<file path="src/rtl/tt_sweep_pkg.sv">
// Shared types and constants for the truth-table sweep controller.
// Row order tables are selected by TT_SWEEP_GRAY_EN in tt_row_seq.
package tt_sweep_pkg;

    localparam int unsigned ROW_W    = 3;
    localparam int unsigned TT_W     = 8;
    localparam int unsigned NUM_ROWS = 8;

    typedef enum logic [1:0] {
        IDLE   = 2'd0,
        RUN    = 2'd1,
        REPORT = 2'd2
    } state_e;

    typedef logic [ROW_W-1:0] row_t;
    typedef logic [TT_W-1:0]  tt_t;

    localparam row_t ROW_ORDER_BIN [NUM_ROWS] = '{
        3'd0, 3'd1, 3'd2, 3'd3, 3'd4, 3'd5, 3'd6, 3'd7
    };

    // Consecutive entries differ in exactly one bit
    localparam row_t ROW_ORDER_GRAY [NUM_ROWS] = '{
        3'd0, 3'd1, 3'd3, 3'd2, 3'd6, 3'd7, 3'd5, 3'd4
    };

endpackage

</file>
<file path="src/rtl/tt_sweep_ctrl_if.sv">
// Harness/DUT-facing signal bundle of tt_sweep_ctrl; master is the sequencer side.
interface tt_sweep_ctrl_if;
    import tt_sweep_pkg::*;

    logic start;
    logic abort;
    tt_t  expected_tt;
    row_t dut_in;
    logic dut_out;
    logic busy;
    logic done;
    logic pass;
    tt_t  observed_tt;
    tt_t  mismatch_mask;

    modport master (
        input  start, abort, expected_tt, dut_out,
        output dut_in, busy, done, pass, observed_tt, mismatch_mask
    );

    modport slave (
        output start, abort, expected_tt, dut_out,
        input  dut_in, busy, done, pass, observed_tt, mismatch_mask
    );

endinterface

</file>
<file path="src/rtl/tt_row_seq.sv">
// Row step counter and order lookup driving the DUT input row.
// TT_SWEEP_GRAY_EN selects Gray row order; otherwise binary.
module tt_row_seq
    import tt_sweep_pkg::*;
(
    input  logic clk,
    input  logic rst_n,
    input  logic load,
    input  logic advance,
    input  logic clear,
    output row_t dut_in,
    output logic last_row_c
);

    logic [ROW_W-1:0] step_q, step_d;
    row_t             row_q, row_d;

    function automatic row_t order_lut(input logic [ROW_W-1:0] step);
`ifdef TT_SWEEP_GRAY_EN
        return ROW_ORDER_GRAY[step];
`else
        return ROW_ORDER_BIN[step];
`endif
    endfunction

    always_comb begin
        step_d = step_q;
        row_d  = row_q;
        if (clear) begin
            step_d = '0;
            row_d  = '0;
        end else if (load) begin
            step_d = '0;
            row_d  = order_lut('0);
        end else if (advance) begin
            step_d = step_q + ROW_W'(1);
            row_d  = order_lut(step_q + ROW_W'(1));
        end
    end

    always_ff @(posedge clk or negedge rst_n) begin
        if (!rst_n) begin
            step_q <= '0;
            row_q  <= '0;
        end else begin
            step_q <= step_d;
            row_q  <= row_d;
        end
    end

    assign dut_in     = row_q;
    assign last_row_c = (step_q == ROW_W'(NUM_ROWS - 1));

endmodule

</file>
<file path="src/rtl/tt_sweep_ctrl.sv">
// Sweeps all 8 input rows of a 3-input logic DUT, samples its output and grades the truth table.
// Optional macro TT_SWEEP_GRAY_EN switches the row order to Gray code.
module tt_sweep_ctrl
    import tt_sweep_pkg::*;
#(
    parameter int unsigned SETTLE_CYCLES = 4,
    parameter int unsigned CNT_W         = $clog2(SETTLE_CYCLES + 1)
) (
    input  logic            clk,
    input  logic            rst_n,
    tt_sweep_ctrl_if.master bus
);

    state_e           state_q, state_d;
    logic [CNT_W-1:0] cnt_q, cnt_d;
    tt_t              exp_q, exp_d;
    tt_t              obs_q, obs_d;
    tt_t              mask_q, mask_d;
    logic             pass_q, pass_d;
    logic             busy_q, busy_d;
    logic             done_q, done_d;

    logic             seq_load, seq_adv, seq_clear;
    logic             last_row_c;
    logic             sample_c;
    row_t             row_w;
    tt_t              obs_smp;

    tt_row_seq u_row_seq (
        .clk        (clk),
        .rst_n      (rst_n),
        .load       (seq_load),
        .advance    (seq_adv),
        .clear      (seq_clear),
        .dut_in     (row_w),
        .last_row_c (last_row_c)
    );

    // Next-state and result update
    always_comb begin
        state_d   = state_q;
        cnt_d     = cnt_q;
        exp_d     = exp_q;
        obs_d     = obs_q;
        mask_d    = mask_q;
        pass_d    = pass_q;
        busy_d    = busy_q;
        done_d    = 1'b0;
        seq_load  = 1'b0;
        seq_adv   = 1'b0;
        seq_clear = 1'b0;
        sample_c  = (cnt_q == CNT_W'(SETTLE_CYCLES - 1));
        obs_smp   = obs_q;
        obs_smp[row_w] = bus.dut_out;

        case (state_q)
            IDLE: begin
                if (bus.start) begin
                    state_d  = RUN;
                    exp_d    = bus.expected_tt;
                    obs_d    = '0;
                    mask_d   = '0;
                    pass_d   = 1'b0;
                    cnt_d    = '0;
                    busy_d   = 1'b1;
                    seq_load = 1'b1;
                end
            end
            RUN: begin
                if (bus.abort) begin
                    state_d   = IDLE;
                    cnt_d     = '0;
                    busy_d    = 1'b0;
                    pass_d    = 1'b0;
                    seq_clear = 1'b1;
                end else if (sample_c) begin
                    cnt_d = '0;
                    obs_d = obs_smp;
                    if (last_row_c) begin
                        state_d   = REPORT;
                        done_d    = 1'b1;
                        pass_d    = (obs_smp == exp_q);
                        mask_d    = obs_smp ^ exp_q;
                        seq_clear = 1'b1;
                    end else begin
                        seq_adv = 1'b1;
                    end
                end else begin
                    cnt_d = cnt_q + CNT_W'(1);
                end
            end
            REPORT: begin
                state_d = IDLE;
                busy_d  = 1'b0;
            end
            default: begin
                state_d = IDLE;
                busy_d  = 1'b0;
            end
        endcase
    end

    always_ff @(posedge clk or negedge rst_n) begin
        if (!rst_n) begin
            state_q <= IDLE;
            cnt_q   <= '0;
            exp_q   <= '0;
            obs_q   <= '0;
            mask_q  <= '0;
            pass_q  <= 1'b0;
            busy_q  <= 1'b0;
            done_q  <= 1'b0;
        end else begin
            state_q <= state_d;
            cnt_q   <= cnt_d;
            exp_q   <= exp_d;
            obs_q   <= obs_d;
            mask_q  <= mask_d;
            pass_q  <= pass_d;
            busy_q  <= busy_d;
            done_q  <= done_d;
        end
    end

    assign bus.dut_in        = row_w;
    assign bus.busy          = busy_q;
    assign bus.done          = done_q;
    assign bus.pass          = pass_q;
    assign bus.observed_tt   = obs_q;
    assign bus.mismatch_mask = mask_q;

endmodule

</file>
<file path="src/flat_wrapper.sv">
// flat-port wrapper written by rule: the top's interface ports become plain ports
module tt_sweep_ctrl_flat import tt_sweep_pkg::*;
#(
    parameter int unsigned SETTLE_CYCLES = 4,
    parameter int unsigned CNT_W         = $clog2(SETTLE_CYCLES + 1)
)
  (clk, rst_n, bus_start, bus_abort, bus_expected_tt, bus_dut_out, bus_dut_in, bus_busy, bus_done, bus_pass, bus_observed_tt, bus_mismatch_mask);
  tt_sweep_ctrl_if bus_i ();
  input  logic clk;
  input  logic rst_n;
  input wire logic [$bits(bus_i.start)-1:0] bus_start;
  input wire logic [$bits(bus_i.abort)-1:0] bus_abort;
  input wire logic [$bits(bus_i.expected_tt)-1:0] bus_expected_tt;
  input wire logic [$bits(bus_i.dut_out)-1:0] bus_dut_out;
  output wire logic [$bits(bus_i.dut_in)-1:0] bus_dut_in;
  output wire logic [$bits(bus_i.busy)-1:0] bus_busy;
  output wire logic [$bits(bus_i.done)-1:0] bus_done;
  output wire logic [$bits(bus_i.pass)-1:0] bus_pass;
  output wire logic [$bits(bus_i.observed_tt)-1:0] bus_observed_tt;
  output wire logic [$bits(bus_i.mismatch_mask)-1:0] bus_mismatch_mask;
  assign bus_i.start = bus_start;
  assign bus_i.abort = bus_abort;
  assign bus_i.expected_tt = bus_expected_tt;
  assign bus_i.dut_out = bus_dut_out;
  assign bus_dut_in = bus_i.dut_in;
  assign bus_busy = bus_i.busy;
  assign bus_done = bus_i.done;
  assign bus_pass = bus_i.pass;
  assign bus_observed_tt = bus_i.observed_tt;
  assign bus_mismatch_mask = bus_i.mismatch_mask;
  tt_sweep_ctrl #(.SETTLE_CYCLES(SETTLE_CYCLES), .CNT_W(CNT_W)) u_core (.clk(clk), .rst_n(rst_n), .bus(bus_i));
endmodule
</file>
<file path="config.mk">
export PLATFORM = sky130hd
export DESIGN_NAME = tt_sweep_ctrl_flat
export DESIGN_NICKNAME = d
export VERILOG_FILES = /design/src/rtl/tt_sweep_pkg.sv /design/src/rtl/tt_sweep_ctrl_if.sv /design/src/rtl/tt_row_seq.sv /design/src/rtl/tt_sweep_ctrl.sv /design/src/flat_wrapper.sv
export SDC_FILE = /design/constraint.sdc
export NUM_CORES = 1
export LEC_CHECK = 0
export BUFFER_PORTS_ARGS = -buffer_cell sky130_fd_sc_hd__buf_2
export CORE_MARGIN = 10
export CORE_UTILIZATION = 44
export CTS_BUF_LIST = sky130_fd_sc_hd__clkbuf_8
export CTS_CLUSTER_DIAMETER = 40
export DETAILED_ROUTE_END_ITERATION = 8
export PLACE_DENSITY = 0.77
export SLEW_MARGIN = 10
export SYNTH_ARGS = -nofsm -noshare
export SYNTH_HDL_FRONTEND = slang
export SYNTH_SLANG_ARGS = --single-unit
export TNS_END_PERCENT = 1
</file>
<file path="constraint.sdc">
create_clock -name clk -period 2.75 [get_ports clk]
set_input_delay 0.275 -clock clk [delete_from_list [all_inputs] [get_ports clk]]
set_output_delay 0.275 -clock clk [all_outputs]
set_load 0.05 [all_outputs]
</file>
* Yosys cells after proc, flatten, opt, wreduce, memory -nomap -nowiden
Memory sizes are Yosys's and may differ from the RTL's.
Index checks and enable logic that the tools add are counted.
** Word-level totals
- Flip-flop bits (word level) :: 38
- Memory bits (read-only) :: 24
- Output and inout port bits :: 22
- Memories kept :: 1
** Memories
- (no name shown) :: depth 8, bits a word 3, read ports 1, clocked after memory_dff 0, write ports 0, line tt_row_seq.sv:22 : return ROW_ORDER_BIN[step];
** Operators by class
- $add $sub $neg :: 2
- $lt $le $gt $ge :: 3
- Equality and inequality tests :: 11
- Muxes and demuxes :: 48
- Bitwise gates (word level) :: 2
- Reductions and logical operators :: 11
** Operators by type and width (number)
- 8-bit two-way mux :: 6
- 3-bit two-way mux :: 11
- 8-bit one-hot mux with 2 select lines :: 2
- 1-bit two-way mux :: 19
- 8-bit bitwise mux :: 1
- 8-bit equality test :: 1
- 2-bit two-way mux :: 4
- 4-bit AND reduction :: 2
- 8-bit bitwise XOR :: 1
- 3-bit by 1-bit adder with 3-bit output (second input constant) :: 2
- 2-bit != test (second input constant) :: 3
- 3-bit by 2-bit != test with 1-bit output (second input constant) :: 2
- 3-bit one-hot mux with 2 select lines :: 1
- 2-bit AND reduction :: 3
- 5-bit AND reduction :: 1
- 4-bit greater-or-equal comparator (second input constant) :: 1
- 3-bit by 4-bit < comparator with 1-bit output (second input constant) :: 1
- 2-bit by 1-bit != test with 1-bit output (second input constant) :: 2
- 3-bit NOT with 4-bit output :: 1
- 1-bit one-hot mux with 2 select lines :: 2
- 2-bit one-hot mux with 2 select lines :: 1
- 1-bit demux with 3-bit select :: 1
- 3-bit by 2-bit equality test with 1-bit output (second input constant) :: 1
- 3-bit equality test (second input constant) :: 1
- 7 further kinds :: 7

* Logic depth before layout (Yosys ltp)
Gate-level depths: netlist (run 1).
- Depth after elaboration :: 10
- Gate-level depth with buffers :: 6

* Cells and area by module
From an unflattened synthesis (run 1), not the netlist that was laid out.
** Unflattened totals
- Cell total of the unflattened synthesis :: 154
- Area total of the unflattened synthesis :: 1762.9 µm²
** By module, submodules not included
- tt_sweep_ctrl :: times used 1, cells each 143, area an instance 1614.0 µm², sequential area each 800.8 µm²
- tt_row_seq :: times used 1, cells each 11, area an instance 148.9 µm², sequential area each 75.1 µm²

* Worst setup path before layout (run 1)
OpenSTA, ideal clock, no wires.
- Path type :: reg2reg
- From :: register u_core.u_row_seq.step_q[0]
- To :: register u_core.pass_q (netlist: u_core.bus.pass)
- Setup time :: 0.120 ns
- Arrival time :: 2.028 ns
- Required time :: 2.630 ns
- Setup slack :: 0.602 ns
- Stages on the path, launching flop included :: 7
- Buffers on the path :: 1
- Period minus slack after synthesis :: 2.148 ns
- Cell sequence :: dfrtp_1 > clkbuf_1 > nor3b_1 > mux2i_1 > xnor2_1 > nor4_1 > a31o_2
** Between the ends
- Word-level cells in the longest chain between the ends :: 3
** Ends and longest elaborated chain
- start, declared :: line tt_row_seq.sv:15 : logic [ROW_W-1:0] step_q, step_d;
- start signal, assigned :: line tt_row_seq.sv:46 : step_q <= step_d;
- 3-bit equality test :: line tt_row_seq.sv:52 : assign last_row_c = (step_q == ROW_W'(NUM_ROWS - 1));
- 3-bit by 2-bit != test with 1-bit output (no line)
- 4-bit AND reduction (no line)
- end signal, assigned :: line tt_sweep_ctrl.sv:119 : pass_q <= pass_d;
- end, declared :: line tt_sweep_ctrl.sv:19 : logic pass_q, pass_d;
No other way between the ends.
A chain may end at the register's enable or synchronous reset.

* Final worst setup path (run 1)
- From :: register u_core.state_q[0]
- To :: register u_core.obs_q[2] (netlist: u_core.bus.observed_tt[2])
** Between the ends
- Word-level cells in the longest chain between the ends :: 3
- Elaborated cells between the ends (all ways) :: 8
- Classes of those cells :: eq/ne (4); mux (1); reduce/logical (3)
** Ends and longest elaborated chain
- start, declared :: line tt_sweep_ctrl.sv:14 : state_e state_q, state_d;
- start signal, assigned :: line tt_sweep_ctrl.sv:114 : state_q <= state_d;
- 2-bit by 1-bit equality test with 1-bit output or 2-bit logical NOT (tied branches) :: line tt_sweep_ctrl.sv:56 : case (state_q)
- 2-bit by 1-bit != test with 1-bit output (no line) (tied with other cells)
- 4-bit AND reduction (no line)
- end signal, assigned :: line tt_sweep_ctrl.sv:117 : obs_q <= obs_d;
- end, declared :: line tt_sweep_ctrl.sv:17 : tt_t obs_q, obs_d;
Parallel ways exist; a longest one is shown, timed or not.

==> reports/metrics.cfg, run 1 <==
[status]
status = finished clean

[critical_path]
crit_fanout = 8
cp.arrival_ns = 2.30
cp.required_ns = 2.93
cpLargestDelayFamily = simple AND/OR/NAND/NOR gates
slowest_stage = or3b_1
worst-setup-path-type = reg2reg
path_buf_inv = 0
reg2reg_from = u_core.state_q[0]$_DFFE_PN0P_
cp_slowest_stage_delay_ns = 0.51
crit_path_start_kind = flop
critPathCaptureType = flop
crit_start = u_core.state_q[0]$_DFFE_PN0P_
crit_chain = or3b_4 -> or3b_1 -> and2b_4 -> o21bai_1 -> a32o_1

[die]
dieArea_sq_um = 6710
fp.coreArea_sq_um = 3690
dieHeight_um = 81.9
num_rows = 22
ios = 35
initial_core_util = 0.457
die_width_um = 81.9

[power_and_ir_drop]
worst_ir_drop_vdd_mv = 0.316
power.total_w = 0.00109
power.density_nw_per_um2 = 550
p_leak_nw = 0.982

[run]
max-cap-violations = 0

[cts]
post_cts_buffers = 0
cts.htree.levels = 2
hold_buffers = 0
cts_sinks = 35
clk_pin_slew_worst_paths_ns = 0.07
cts_tree = yes
clock_path_buffers = 2
clk_latency_ns = 0.29
numCtsBuffers = 5
cts_resized = 0
clockRootBuffer = clkbuf_8

[timing]
worst_hold_slack_ns = 0.0598
clock.fmax_mhz = 472
slew-limit-headroom = 0.479
fin_crit_sh = 0.770
worst_slew_pin_slew_ns = 0.782
finalClockSkew_ns = 0.00291
hold_viol = 0
finalMaxSlewViolations = 0
grt_setup_unrepaired = false
tns_ns = 0
period_needed_ns = 2.12
finalSetupViolCount = 0

[detailed_routing]
vias = 1249
ant_nets = 0
dr.pass1.iters = 4
post_drt_wl_per_cell_um = 16.2
first_iter_violations = 65
via_per_inst = 5.36
route.detailed.drc = 0
drt-total-wl_um = 3760

[placed_design]
dp_hpwl_um = 2810
finalWeightedCongestion = 0.859
port_buffers = 34

[grt]
grt_overflow = 0
track_usage = 0.122
grt_pass1_vias = 1343
grt_first_pass_wirelength_um = 6290
grt_max_degree = 36
antenna_found_initial = 0

[synth]
synth.distinct_cells = 33
syn_nets = 163
syn_inst = 147
synth_edf_count = 0
synth_area_sq_um = 1690
yosys_register_bits = 35
synth_ff_type = dfrtp_1
async_flop_share = 1.00
syn_avg_cell_area_sq_um = 11.5
synth_warnings = 0
seq_area_frac_synth = 0.519

[final_layout]
drive_gt1_frac = 0.308
antenna_cells = 0
seq_area_sq_um = 876
finalNetCount = 200
multi_input_area_sq_um = 754
syn2layout_area_growth_pct = 17.4
fillers = 358

[min_path]
hold_class = in2async

==> synthesized netlist by cell type, types with 4 or more instances <==
cell type,count,area [sq um]
dfrtp_1,35,876
mux2i_1,10,100
nor2_1,10,37.5
o21ai_0,9,45.0
xnor2_1,9,78.8
a22o_1,8,70.1
mux2_2,8,90.1
inv_1,7,26.3
a21oi_1,5,25.0
clkbuf_1,4,15.0
nand3b_1,4,30.0
o22ai_1,4,25.0
==> per-stage QoR <==
step | worst slack [ns] | util | area [sq um] | std cells
finish | 0.633 | 0.537 | 1980 | 233
global route | 0.519 | 0.537 | 1980 | 233
CTS | 0.645 | 0.537 | 1980 | 233
detailed placement | 0.660 | 0.515 | 1900 | 225
global placement | 0.690 | 0.515 | 1900 | 225
floorplan | 0.602 | - | 1690 | 147
==> state kept, by name (all words and copies together) (netlist names) <==
name	flops
u_core.bus.mismatch_mask	8
u_core.bus.observed_tt	8
u_core.exp_q	8
u_core.cnt_q	3
u_core.u_row_seq.step_q	3
u_core.state_q	2
u_core.bus.busy	1
u_core.bus.done	1
u_core.bus.pass	1
==> where the power goes <==
part / internal (W) / switching (W) / total [W]
registers: 0.000551 / 0.0000287 / 0.000580
logic: 0.0000754 / 0.0000842 / 0.000160
clock network: 0.000170 / 0.000179 / 0.000349
total: 0.000797 / 0.000292 / 0.00109
==> layout make-up <==
| cell class | count | share of cell area |
|---|---|---|
| Tap cell | 48 | 0.0303 |
| Clock buffer | 5 | 0.0348 |
| Inverter | 8 | 0.0152 |
| Sequential cell | 35 | 0.442 |
| Clock inverter | 3 | 0.00632 |
| Timing Repair Buffer | 35 | 0.0898 |
| Multi-Input combinational cell | 99 | 0.381 |
==> per-layer routing <==
layer / vias to the layer above / wire length, um / global-route usage / part of all wire
met5: - / 0 / 0 / 0
met4: 0 / 89 / 0.0544 / 0.024
met3: 8 / 294 / 0.0568 / 0.078
met2: 32 / 1700 / 0.188 / 0.45
met1: 610 / 1680 / 0.142 / 0.45
li1: 599 / - / - / -
==> final timing paths <==
kind                                                           endpoint  slack, ns  depth (start not counted)
worst max-delay path              u_core.bus.observed_tt[2]$_DFFE_PN0P_       0.63                          5
worst min-delay path             u_core.u_row_seq.step_q[0]$_DFFE_PN0P_       0.06                          1
worst max register to register    u_core.bus.observed_tt[2]$_DFFE_PN0P_       0.63                          5
worst min register to register  u_core.bus.mismatch_mask[3]$_DFFE_PN0P_       0.50                          1
max in group asynchronous         u_core.bus.observed_tt[5]$_DFFE_PN0P_       2.19                          1
min in group clk                            u_core.exp_q[5]$_DFFE_PN0P_       0.21                          2
==> logic make-up after synthesis <==
logic type | share of synthesized area
flip-flops | 0.519
AO/OA/AOI/OAI | 0.143
buffers and inverters | 0.0334
adder cells (fa/ha/maj) | 0.0223
XOR/XNOR | 0.0467
AND/OR/NAND/NOR | 0.122
multiplexers | 0.113
==> layout by cell type, fill, tap and decap left out, drive strengths merged <==
master	Yosys	routed
inv	8	10
clkinv	0	1
o21bai	2	2
or2b	1	1
a22o	8	8
nor2	11	11
nor3	4	4
o41ai	1	1
ha	3	3
nand2	3	3
nand3b	4	4
buf	1	35
and2b	1	1
a21oi	5	5
a31o	2	2
nor4	1	1
dfrtp	35	35
nand2b	1	1
o22ai	4	4
nand3	1	1
o21a	1	1
mux2	8	8
clkbuf	4	5
o21ai	9	9
xnor2	9	9
nor2b	3	3
a32o	2	2
or3b	2	2
mux2i	10	10
nor3b	3	3
No activity file was read; power rests on OpenSTA's default activity.
==> inputs of run 2 (changes only) <==
--- a/config.mk
+++ b/config.mk
@@ -11,7 +11,7 @@
 export CTS_BUF_LIST = sky130_fd_sc_hd__clkbuf_8
 export CTS_CLUSTER_DIAMETER = 40
 export DETAILED_ROUTE_END_ITERATION = 8
-export PLACE_DENSITY = 0.77
+export PLACE_DENSITY = 0.8
 export SLEW_MARGIN = 10
 export SYNTH_ARGS = -nofsm -noshare
 export SYNTH_HDL_FRONTEND = slang
==> constraint.sdc (replaced) <==
create_clock -name clk -period 1.7 [get_ports clk]
set_input_delay 0.17 -clock clk [delete_from_list [all_inputs] [get_ports clk]]
set_output_delay 0.17 -clock clk [all_outputs]
set_load 0.05 [all_outputs]
==> reports/metrics.cfg, run 2 (synthesized netlist as in run 1, its figures left out) <==
[status]
status = complete, but fails checks
violations = negative setup slack

[critical_path]
cp.required_ns = 1.89
critical_path.endpoint = u_core.bus.observed_tt[2]$_DFFE_PN0P_
cpLargestDelayFamily = simple AND/OR/NAND/NOR gates
critPathCaptureType = flop
crit_chain = or3b_4 -> or3b_4 -> and2b_4 -> o21bai_1 -> a32o_1
worst-setup-path-type = reg2reg
worst-r2r-setup-slack_ns = -0.14
cp_slowest_stage_delay_ns = 0.41
crit_fanout = 8
cp.arrival_ns = 2.03
cp_common_cell = or3b_4
cp.depth = 5
path_buf_inv = 0
worst-r2r-cell-count = 5
crit_start = u_core.state_q[1]$_DFFE_PN0P_
slowest_stage = or3b_4
reg2reg_from = u_core.state_q[1]$_DFFE_PN0P_
r2r_end = u_core.bus.observed_tt[2]$_DFFE_PN0P_
crit_path_start_kind = flop

[detailed_routing]
via_per_inst = 5.22
drt-total-wl_um = 4320
ant_nets = 0
route.detailed.drc = 0
dr.pass1.iters = 4
vias = 1367
post_drt_wl_per_cell_um = 16.5
first_iter_violations = 62

[cts]
clk_pin_slew_worst_paths_ns = 0.07
numCtsBuffers = 5
cts_sinks = 35
clk_latency_ns = 0.29
clockRootBuffer = clkbuf_8
cts.htree.levels = 2
clock_path_buffers = 2
cts_tree = yes

[placed_design]
dp_hpwl_um = 3010
port_buffers = 34
finalWeightedCongestion = 0.939
dpl_cell_area_sq_um = 2070

[timing]
finalMaxSlewViolations = 0
setup_slack_ns = -0.143
finalSetupViolCount = 20
tns_ns = -0.882
worst_hold_slack_ns = 0.104
period_needed_ns = 1.84
slew-limit-headroom = 0.677
grt_setup_unrepaired = true
fin_crit_sh = 1.08
hold_viol = 0
clock.fmax_mhz = 543
worst_slew_pin_slew_ns = 0.479
finalClockSkew_ns = 0.00288

[grt]
antenna_found_initial = 0
grt_pass1_vias = 1372
grt_first_pass_wirelength_um = 6790
grt_overflow = 0
track_usage = 0.132
grt_max_degree = 36

[final_layout]
layout_common_cells = buf_2, dfrtp_1, buf_4
syn2layout_area_growth_pct = 34.7
layout_commonest_cell = buf_2
fillers = 320
multi_input_area_sq_um = 805
antenna_cells = 0
seq_area_sq_um = 880
drive_gt1_frac = 0.467
stdcell_area_sq_um = 2270
finalNetCount = 229

[power_and_ir_drop]
power_frac_seq = 0.485
p_clk_frac = 0.347
swShare = 0.263
internal-power_w = 0.00142
power.density_nw_per_um2 = 848
comb_power_share = 0.169
switchingPower_w = 0.000507
p_leak_nw = 1.14
worst_ir_drop_vdd_mv = 0.518

[die]
dieHeight_um = 81.9
ios = 35
dieArea_sq_um = 6710
initial_core_util = 0.457
fp.coreArea_sq_um = 3690
die_width_um = 81.9
num_rows = 22

[run]
max-cap-violations = 0

[min_path]
hold_class = in2reg

==> run 2: final cells by class <==
type,count,area share
Clock buffer,7,0.0424
Clock inverter,1,0.00165
Inverter,8,0.0132
Multi-Input combinational cell,99,0.354
Sequential cell,35,0.387
Tap cell,48,0.0264
Timing Repair Buffer,64,0.175
==> run 2: metal layers <==
metal / up-vias / part of all wire / track usage
met1: 666 / 0.45 / 0.167
met4: 0 / 0.012 / 0.0408
met3: 8 / 0.073 / 0.0546
met5: - / 0 / 0
li1: 654 / - / -
met2: 39 / 0.46 / 0.201
==> run 2: power groups by stage <==
stage | clock (W) | sequential, W | combinational [W]
global placement | 0 | 0.000944 | 0.000301
global route | 0.000708 | 0.000940 | 0.000357
CTS | 0.000684 | 0.000933 | 0.000312
detailed placement | 0 | 0.000949 | 0.000309
floorplan | 0 | 0.000962 | 0.000168
finish | 0.000667 | 0.000934 | 0.000325
==> run 2: worst min path at each step <==
stage                             startpoint                                     to  slack [ns]  cells past startpoint
final                     bus_expected_tt[7]            u_core.exp_q[7]$_DFFE_PN0P_        0.10                      2
after global routing      bus_expected_tt[3]            u_core.exp_q[3]$_DFFE_PN0P_        0.11                      2
after CTS                 bus_expected_tt[7]            u_core.exp_q[7]$_DFFE_PN0P_         0.1                      2
after detailed placement               rst_n  u_core.bus.observed_tt[7]$_DFFE_PN0P_        0.23                      2
after floorplan                        rst_n            u_core.bus.busy$_DFFE_PN0P_       -0.13                      0
after global placement                 rst_n            u_core.exp_q[7]$_DFFE_PN0P_        0.23                      2
==> run 2: repair_timing <==
| item | 4_1_cts | 5_1_grt |
|---|---|---|
| resized for setup | 3 | 8 |
| setup buffers | 0 | 7 |
| cloned | 0 | 0 |
| pin swaps | 3 | 2 |
| endpoints found under the hold margin | 35 | 0 |
| setup endpoints to repair | 20 | 21 |
| hold buffers | 1 | 0 |
==> run 2: metrics by stage <==
stage | cells | worst slack (ns) | utilization | power, W
2_1_floorplan | 147 | -0.249 | - | 0.00113
3_3_place_gp | 246 | -0.151 | 0.561 | 0.00125
3_5_place_dp | 246 | -0.197 | 0.561 | 0.00126
4_1_cts | 255 | -0.161 | 0.594 | 0.00193
5_1_grt | 262 | -0.184 | 0.616 | 0.00200
6_report | 262 | -0.143 | 0.616 | 0.00193
